[config.mk]
export PLATFORM = sky130hd
export DESIGN_NAME = mem_req_arbiter
export DESIGN_NICKNAME = d
export VERILOG_FILES = /design/src/rtl/mem_req_arbiter.sv
export SDC_FILE = /design/constraint.sdc
export NUM_CORES = 1
export LEC_CHECK = 0
export ABC_AREA = 1
export ABC_CLOCK_PERIOD_IN_PS = 11300
export BUFFER_PORTS_ARGS = -buffer_cell sky130_fd_sc_hd__buf_2
export CAP_MARGIN = 15
export CORE_MARGIN = 2
export CORE_UTILIZATION = 48
export DETAILED_ROUTE_END_ITERATION = 8
export PLACE_DENSITY = 0.85
export SYNTH_ARGS = -nofsm -noshare
export SYNTH_HDL_FRONTEND = slang
export SYNTH_SLANG_ARGS = --single-unit
[constraint.sdc]
create_clock -name clk -period 11.3 [get_ports clk]
set_clock_uncertainty 0.15 [all_clocks]
set_input_delay 2.26 -clock clk [delete_from_list [all_inputs] [get_ports clk]]
set_output_delay 2.26 -clock clk [all_outputs]
set_load 0.05 [all_outputs]
[src/rtl/mem_req_arbiter.sv]
`default_nettype none
// ============================================================================
// Module      : mem_req_arbiter
// Description : Round-robin arbiter/sequencer in front of a single-port memory.
//               Grants one requester command per cycle, registers it onto the
//               memory command port, and returns read data to the issuing
//               requester using an in-order owner FIFO.
//               Optional macro MEM_REQ_ARBITER_ADDR_CHECK_EN adds the err port
//               and blocks commands addressed at or beyond DEPTH.
// Revision    : 1.0 - initial release
// ============================================================================
module mem_req_arbiter #(
    parameter int ADDR_WIDTH = 32,
    parameter int DATA_WIDTH = 32,
    parameter int DEPTH      = 16,
    parameter int NUM_REQ    = 2,
    parameter int MAX_OUT    = 4
) (
    input  logic                          clk,
    input  logic                          rst,
`ifdef MEM_REQ_ARBITER_ADDR_CHECK_EN
    output logic [NUM_REQ-1:0]            err,
`endif
    input  logic [NUM_REQ-1:0]            req,
    input  logic [NUM_REQ-1:0]            req_wr,
    input  logic [NUM_REQ*ADDR_WIDTH-1:0] req_addr,
    input  logic [NUM_REQ*DATA_WIDTH-1:0] req_wdata,
    output logic [NUM_REQ-1:0]            gnt,
    output logic [NUM_REQ-1:0]            rsp_valid,
    output logic [DATA_WIDTH-1:0]         rsp_data,
    output logic                          mem_en,
    output logic                          mem_wr,
    output logic [ADDR_WIDTH-1:0]         mem_addr,
    output logic [DATA_WIDTH-1:0]         mem_data_in,
    input  logic [DATA_WIDTH-1:0]         mem_data_out,
    input  logic                          mem_valid_out,
    output logic                          busy
);

    localparam int IDXW = $clog2(NUM_REQ);
    localparam int PW   = $clog2(MAX_OUT);
    localparam logic [PW:0] c_ptr_one = 1;

    // Reject unsupported configurations at elaboration time.
    if (DEPTH < 1 || NUM_REQ < 2 || NUM_REQ > 8 || MAX_OUT < 2 ||
        (MAX_OUT & (MAX_OUT - 1)) != 0) begin : g_param_check
        $error("mem_req_arbiter: unsupported parameter combination");
    end

    // Owner FIFO: pointers carry one wrap bit to tell full from empty.
    logic [PW:0]            r_wptr, r_rptr;
    logic [IDXW-1:0]        r_owner [MAX_OUT];
    logic [IDXW-1:0]        r_last;

    logic                   r_mem_en, r_mem_wr;
    logic [ADDR_WIDTH-1:0]  r_mem_addr;
    logic [DATA_WIDTH-1:0]  r_mem_data_in;
    logic [NUM_REQ-1:0]     r_rsp_valid;
    logic [DATA_WIDTH-1:0]  r_rsp_data;

    logic                   w_empty, w_full, w_pop, w_push, w_rd_block;
    logic [IDXW-1:0]        w_head;
    logic [NUM_REQ-1:0]     w_head_oh;
    logic [NUM_REQ-1:0]     w_elig, w_gnt;
    logic                   w_found, w_grant, w_bad;
    logic [IDXW-1:0]        w_sel;
    logic                   w_cmd_wr;
    logic [ADDR_WIDTH-1:0]  w_cmd_addr;
    logic [DATA_WIDTH-1:0]  w_cmd_wdata;

    assign w_empty = (r_wptr == r_rptr);
    assign w_full  = (r_wptr[PW] != r_rptr[PW]) && (r_wptr[PW-1:0] == r_rptr[PW-1:0]);
    assign w_pop   = mem_valid_out && !w_empty;
    assign w_head  = r_owner[r_rptr[PW-1:0]];
    // A pop in this cycle frees a slot, so a waiting read may go in the same cycle.
    assign w_rd_block = w_full && !w_pop;
    assign w_elig     = req & (req_wr | {NUM_REQ{~w_rd_block}});

    // Round-robin pick: first eligible above last_granted, else first eligible from 0.
    always_comb begin
        w_found     = 1'b0;
        w_sel       = '0;
        w_gnt       = '0;
        w_cmd_wr    = 1'b0;
        w_cmd_addr  = '0;
        w_cmd_wdata = '0;
        for (int i = 0; i < NUM_REQ; i++) begin
            if (!w_found && w_elig[i] && (IDXW'(i) > r_last)) begin
                w_found  = 1'b1;
                w_sel    = IDXW'(i);
                w_gnt[i] = 1'b1;
            end
        end
        for (int i = 0; i < NUM_REQ; i++) begin
            if (!w_found && w_elig[i]) begin
                w_found  = 1'b1;
                w_sel    = IDXW'(i);
                w_gnt[i] = 1'b1;
            end
        end
        if (rst) begin
            w_gnt = '0;
        end
        for (int i = 0; i < NUM_REQ; i++) begin
            if (w_gnt[i]) begin
                w_cmd_wr    = req_wr[i];
                w_cmd_addr  = req_addr[i*ADDR_WIDTH +: ADDR_WIDTH];
                w_cmd_wdata = req_wdata[i*DATA_WIDTH +: DATA_WIDTH];
            end
        end
    end

    assign w_grant = |w_gnt;

`ifdef MEM_REQ_ARBITER_ADDR_CHECK_EN
    localparam logic [ADDR_WIDTH-1:0] c_depth = ADDR_WIDTH'(DEPTH);
    logic [NUM_REQ-1:0] r_err;

    assign w_bad = (w_cmd_addr >= c_depth);

    // Out-of-range grants are reported on err instead of reaching the memory.
    always_ff @(posedge clk or posedge rst) begin
        if (rst) begin
            r_err <= '0;
        end else begin
            r_err <= (w_grant && w_bad) ? w_gnt : '0;
        end
    end

    assign err = r_err;
`else
    assign w_bad = 1'b0;
`endif

    assign w_push = w_grant && !w_cmd_wr && !w_bad;

    // Decode the FIFO head into the one-hot response strobe.
    always_comb begin
        w_head_oh = '0;
        for (int i = 0; i < NUM_REQ; i++) begin
            w_head_oh[i] = (w_head == IDXW'(i));
        end
    end

    // Register the granted command onto the memory port; addr/data hold when idle.
    always_ff @(posedge clk or posedge rst) begin
        if (rst) begin
            r_mem_en      <= 1'b0;
            r_mem_wr      <= 1'b0;
            r_mem_addr    <= '0;
            r_mem_data_in <= '0;
        end else begin
            r_mem_en <= w_grant && !w_bad;
            r_mem_wr <= w_grant && !w_bad && w_cmd_wr;
            if (w_grant && !w_bad) begin
                r_mem_addr    <= w_cmd_addr;
                r_mem_data_in <= w_cmd_wdata;
            end
        end
    end

    // Round-robin pointer; reset value makes requester 0 the first candidate.
    always_ff @(posedge clk or posedge rst) begin
        if (rst) begin
            r_last <= IDXW'(NUM_REQ - 1);
        end else if (w_grant) begin
            r_last <= w_sel;
        end
    end

    // Owner FIFO storage; contents are only meaningful between the pointers.
    always_ff @(posedge clk) begin
        if (w_push) begin
            r_owner[r_wptr[PW-1:0]] <= w_sel;
        end
    end

    // Owner FIFO pointers; reset discards every outstanding read.
    always_ff @(posedge clk or posedge rst) begin
        if (rst) begin
            r_wptr <= '0;
            r_rptr <= '0;
        end else begin
            if (w_push) begin
                r_wptr <= r_wptr + c_ptr_one;
            end
            if (w_pop) begin
                r_rptr <= r_rptr + c_ptr_one;
            end
        end
    end

    // Route returning read data to the oldest outstanding owner; orphans are dropped.
    always_ff @(posedge clk or posedge rst) begin
        if (rst) begin
            r_rsp_valid <= '0;
            r_rsp_data  <= '0;
        end else begin
            r_rsp_valid <= '0;
            if (w_pop) begin
                r_rsp_valid <= w_head_oh;
                r_rsp_data  <= mem_data_out;
            end
        end
    end

    assign gnt         = w_gnt;
    assign mem_en      = r_mem_en;
    assign mem_wr      = r_mem_wr;
    assign mem_addr    = r_mem_addr;
    assign mem_data_in = r_mem_data_in;
    assign rsp_valid   = r_rsp_valid;
    assign rsp_data    = r_rsp_data;
    assign busy        = !w_empty || r_mem_en;

endmodule
`default_nettype wire

* Word level (Yosys, flattened, before mapping)
Memories as Yosys holds them, arrays and structs flattened. Index checks and enable logic that the tools add are counted. W data, S select, Z words.
Storage, ports and cells: flip-flop bits (word level) 107, memory bits (writable) 4, input port bits 167, output and inout bits 103, word-level logic and storage cells 57, memories kept 1
Memories:
- r_owner | depth 4, bits a word 1, read ports 1, clocked after memory_dff 0, wr ports 1, line 52 | logic [IDXW-1:0] r_owner [MAX_OUT];
Operators by class: add/subtract/negate cells 2, magnitude comparators 2, eq/ne operators 3, mux-type cells 18, bitwise logic cells 4, reductions and logical operators 18
Operator list (count):
- $mux W32 | 4
- $mux W1 | 12
- $logic_and A1 B1 Y1 | 10
- $add A3 B1 Y3 const B | 2
- $logic_not A1 Y1 | 6
- $mux W2 | 2
- $eq A3 B3 Y1 | 1
- $and A2 B2 Y2 | 1
- $eq A2 B2 Y1 | 1
- $gt A1 B1 Y1 const A | 2
- $not A1 Y1 | 2
- $or A2 B2 Y2 | 1
- $reduce_or A2 Y1 | 1
- $logic_or A1 B1 Y1 | 1
- $ne A1 B1 Y1 | 1

* Longest topological paths before layout
depth in word-level cells 27, mapped depth 13, depth with buffers taken out 12

* Least setup slack after synthesis
No wires, ideal clock.
path kind in2out, from input rst, to output gnt[1], data arrival time 5.217 ns, setup slack 3.673 ns, cell stages on the path 4, buffers on the path 1, cell sequence inv_1 > nand3_4 > inv_2 > buf_2
Between the ends: word-level cells in the longest chain between the ends 1
RTL lines:
- start, declared | line 20 | input logic rst,
- $mux W2 | line 101 | if (rst) begin
- end, declared | line 28 | output logic [NUM_REQ-1:0] gnt,
No other way between the ends.

* Worst setup path in the final report
Same ends and word-level chain as after synthesis.

==> results.txt <==
Worst EP required: 8.89 ns
Boundary pin count: 270
Final Hold Viols: 0
Critical path arrival: 3.37 ns
Antenna Violating Nets Remaining: 0
Die X: 105.6 um
Buf+Inv Stages, Crit Path: 4
Slowest cell on crit path: inv_4
Leakage: 0.003495 uW
First DRT Iteration DRCs: 248
Clock Latency Late Sink: 0.36 ns
Syn. warnings: 0
DP Wirelength: 9149 um
Worst Hold Depth: 2
Site Rows: 37
Yosys reg bits: 111
CP startpoint kind: input port
Final min period: 5.778 ns
Post-synth cell types: 27
Max-slew headroom: 45.48%
Sequential area share after synthesis: 56.52%
Die span in y: 105.6 um
Crit path top cell by count: buf_2
Avg Cell Area, Syn: 9.865 sq um
Worst hold slack: 0.3389 ns
CP Depth: 5
Total global routing overflow: 0
Worst setup EP type: output port
Clk Tree Root Cell: clkbuf_8
Least-Margin Pin Slew: 0.8178 ns
Setup bufs post-CTS: 0
Final wirelength: 12450 um
Endpoints failing setup: 0
Routed length per instance: 13.79 um
Initial DRT Pass Iterations: 5
Syn Nets: 674
DR DRC count: 0
CP peak stage delay: 0.47 ns
Clock transition at path regs: 0.09 ns
Layout fillers: 881
Final Cycle Share: 51.14%
CTS tree: yes
Final GP Congestion: 0.8288
Via/cell ratio: 4.845
Crit path max-delay family: buffers and inverters
Fmax: 0.1731 GHz
CTS max path bufs: 2
R2R depth: 11
Post-Synthesis Cell Area: 4952 sq um
Setup CP Type: in -> out
Clock sink count: 111
Cells after Synth: 502
HP Class: reg -> reg
Maxcap violations: 0
ANT cells: 0
Fin util: 63.39%
Die area: 11150 sq um
Power Dens Cells: 282.7 nW/um^2
CTS H-tree lvls: 3
Register Area: 2799 sq um
Gates resized, CTS repair: 0
Synthesis-to-finish area growth: 30.37%
Starting Density: 48.62%
Tot GR Track Use: 22.47%
Layout cell share with drive strength beyond 1: 46.41%
RSZ-0062 raised after global routing: no
Crit-path cells: buf_2 > inv_4 > nand3_4 > inv_2 > buf_2
Final Slew Violations: 0
Hold-fix buffers, CTS: 0
Pin count of the biggest net entering global routing: 65
Initial antenna violation count: 0
Peak VDD IR: 0.1513 mV
TNS Setup: 0 ns
Cts bufs inserted: 9
Routed via count: 4375
Final Power: 1825 uW
Core ar.: 10180 sq um
Number of global-route vias before repair: 4244
Area of the multi-input gates: 1813 sq um
First-pass GRT wire length: 19800 um
Max FO, Critical Path: 52
Status: completed
# port buffers: 269
Nets: 934
-- layout by cell type (no fill, tap or decap), types with 2 or more instances in the layout --
cell	netlist	layout
mux2_2	32	32
inv_1	14	13
inv_2	4	4
edfxtp_1	4	4
a21oi_1	2	2
inv_6	0	3
nand2_2	22	22
bufinv_16	0	2
nand4_1	4	4
nand3_2	2	2
clkbuf_8	0	9
xor2_1	3	3
nor2_2	2	2
buf_4	3	3
dfrtp_1	106	106
nand3_1	68	68
ha_1	5	5
nand2_1	195	195
buf_2	2	269
nor2_1	8	8
-- area by class of cell --
class,count,share of cell area (%)
clock buffer,9,1.919
tap,136,2.636
timing repair buffer,272,21.20
sequential,111,43.35
inverter,19,1.260
multi-input combinational,349,28.08
clock inverter,7,1.550
-- synth_stat cells --
library cell  instances  share of area, %
nand4_1               4              0.51
nand2_1             195                15
buf_2                 2              0.20
a32oi_1               1              0.18
nand3_2               2              0.40
dfstp_2               1              0.53
nand2_4               1              0.23
inv_8                 1              0.23
a21oi_1               2              0.20
nor2_1                8              0.61
buf_12                3               1.2
buf_6                15               3.4
nor2_2                2              0.25
or2_2                 1              0.13
inv_1                14               1.1
inv_2                 4              0.30
nand3_1              68               6.9
nand2_2              22               2.8
nand3b_1              1              0.15
xor2_1                3              0.53
edfxtp_1              4               2.4
o21ai_0               1              0.10
nand3_4               1              0.35
dfrtp_1             106                54
buf_4                 3              0.45
ha_1                  5               1.3
mux2_2               32               7.3
-- power by group --
| group | switching, uW | total, uW | internal, uW |
|---|---|---|---|
| Combinational | 711 | 940 | 229 |
| Sequential | 77.6 | 621 | 544 |
| Clock | 136 | 264 | 127 |
| Total | 925 | 1820 | 900 |
-- routing by layer --
metal,global-route usage [%],share of wire (%),up-vias
met3,6.617,8.0,28
met2,39.17,50,199
li1,-,-,2125
met4,7.989,2.4,0
met5,0,0,-
met1,26.38,39,2023
-- sequential cells by signal, summed over array words and instances, names as in the netlist --
register,flops
rsp_data,32
rsp_valid,2
mem_wr,1
r_wptr,3
r_last,1
mem_addr,32
r_rptr,3
r_owner,4
mem_en,1
mem_data_in,32
-- kinds of logic after synthesis --
logic type,count (synthesis),synth area share [%]
AOI/OAI and AO/OA,4,0.4800
xor gates and xnor gates,3,0.5307
adders and majority gates,5,1.263
buffers and inverters,42,6.872
DFF,111,56.52
muxes,32,7.276
and+or+nand+nor,305,27.06
-- path summary, 6_finish.rpt --
| kind | from | end | slack (ns) |
|---|---|---|---|
| hold / removal | mem_data_in[6] | mem_data_in[6] | 0.34 |
| setup / recovery | rst | gnt[1] | 5.52 |
| setup reg to reg | r_wptr[0] | mem_data_in[2] | 8.87 |
| max in group asynchronous | rst | rsp_data[16] | 7.99 |
| min in group asynchronous | rst | mem_addr[12] | 1.86 |
| hold reg to reg | mem_data_in[6] | mem_data_in[6] | 0.34 |
-- worst min-delay path: cells and delay by family, from the launching register on --
kind	cells	cell delay [ns]
and+or+nand+nor	2	0.10
DFF	1	0.35
-- stage by stage --
stage	instance area, sq um	instances	worst slack (ns)
2_1_floorplan	4952	502	3.673
3_3_place_gp	6232	887	5.504
3_5_place_dp	6232	887	5.471
4_1_cts	6456	903	5.472
5_1_grt	6456	903	5.388
6_report	6456	903	5.522
Power figures use the tool's default switching activity.
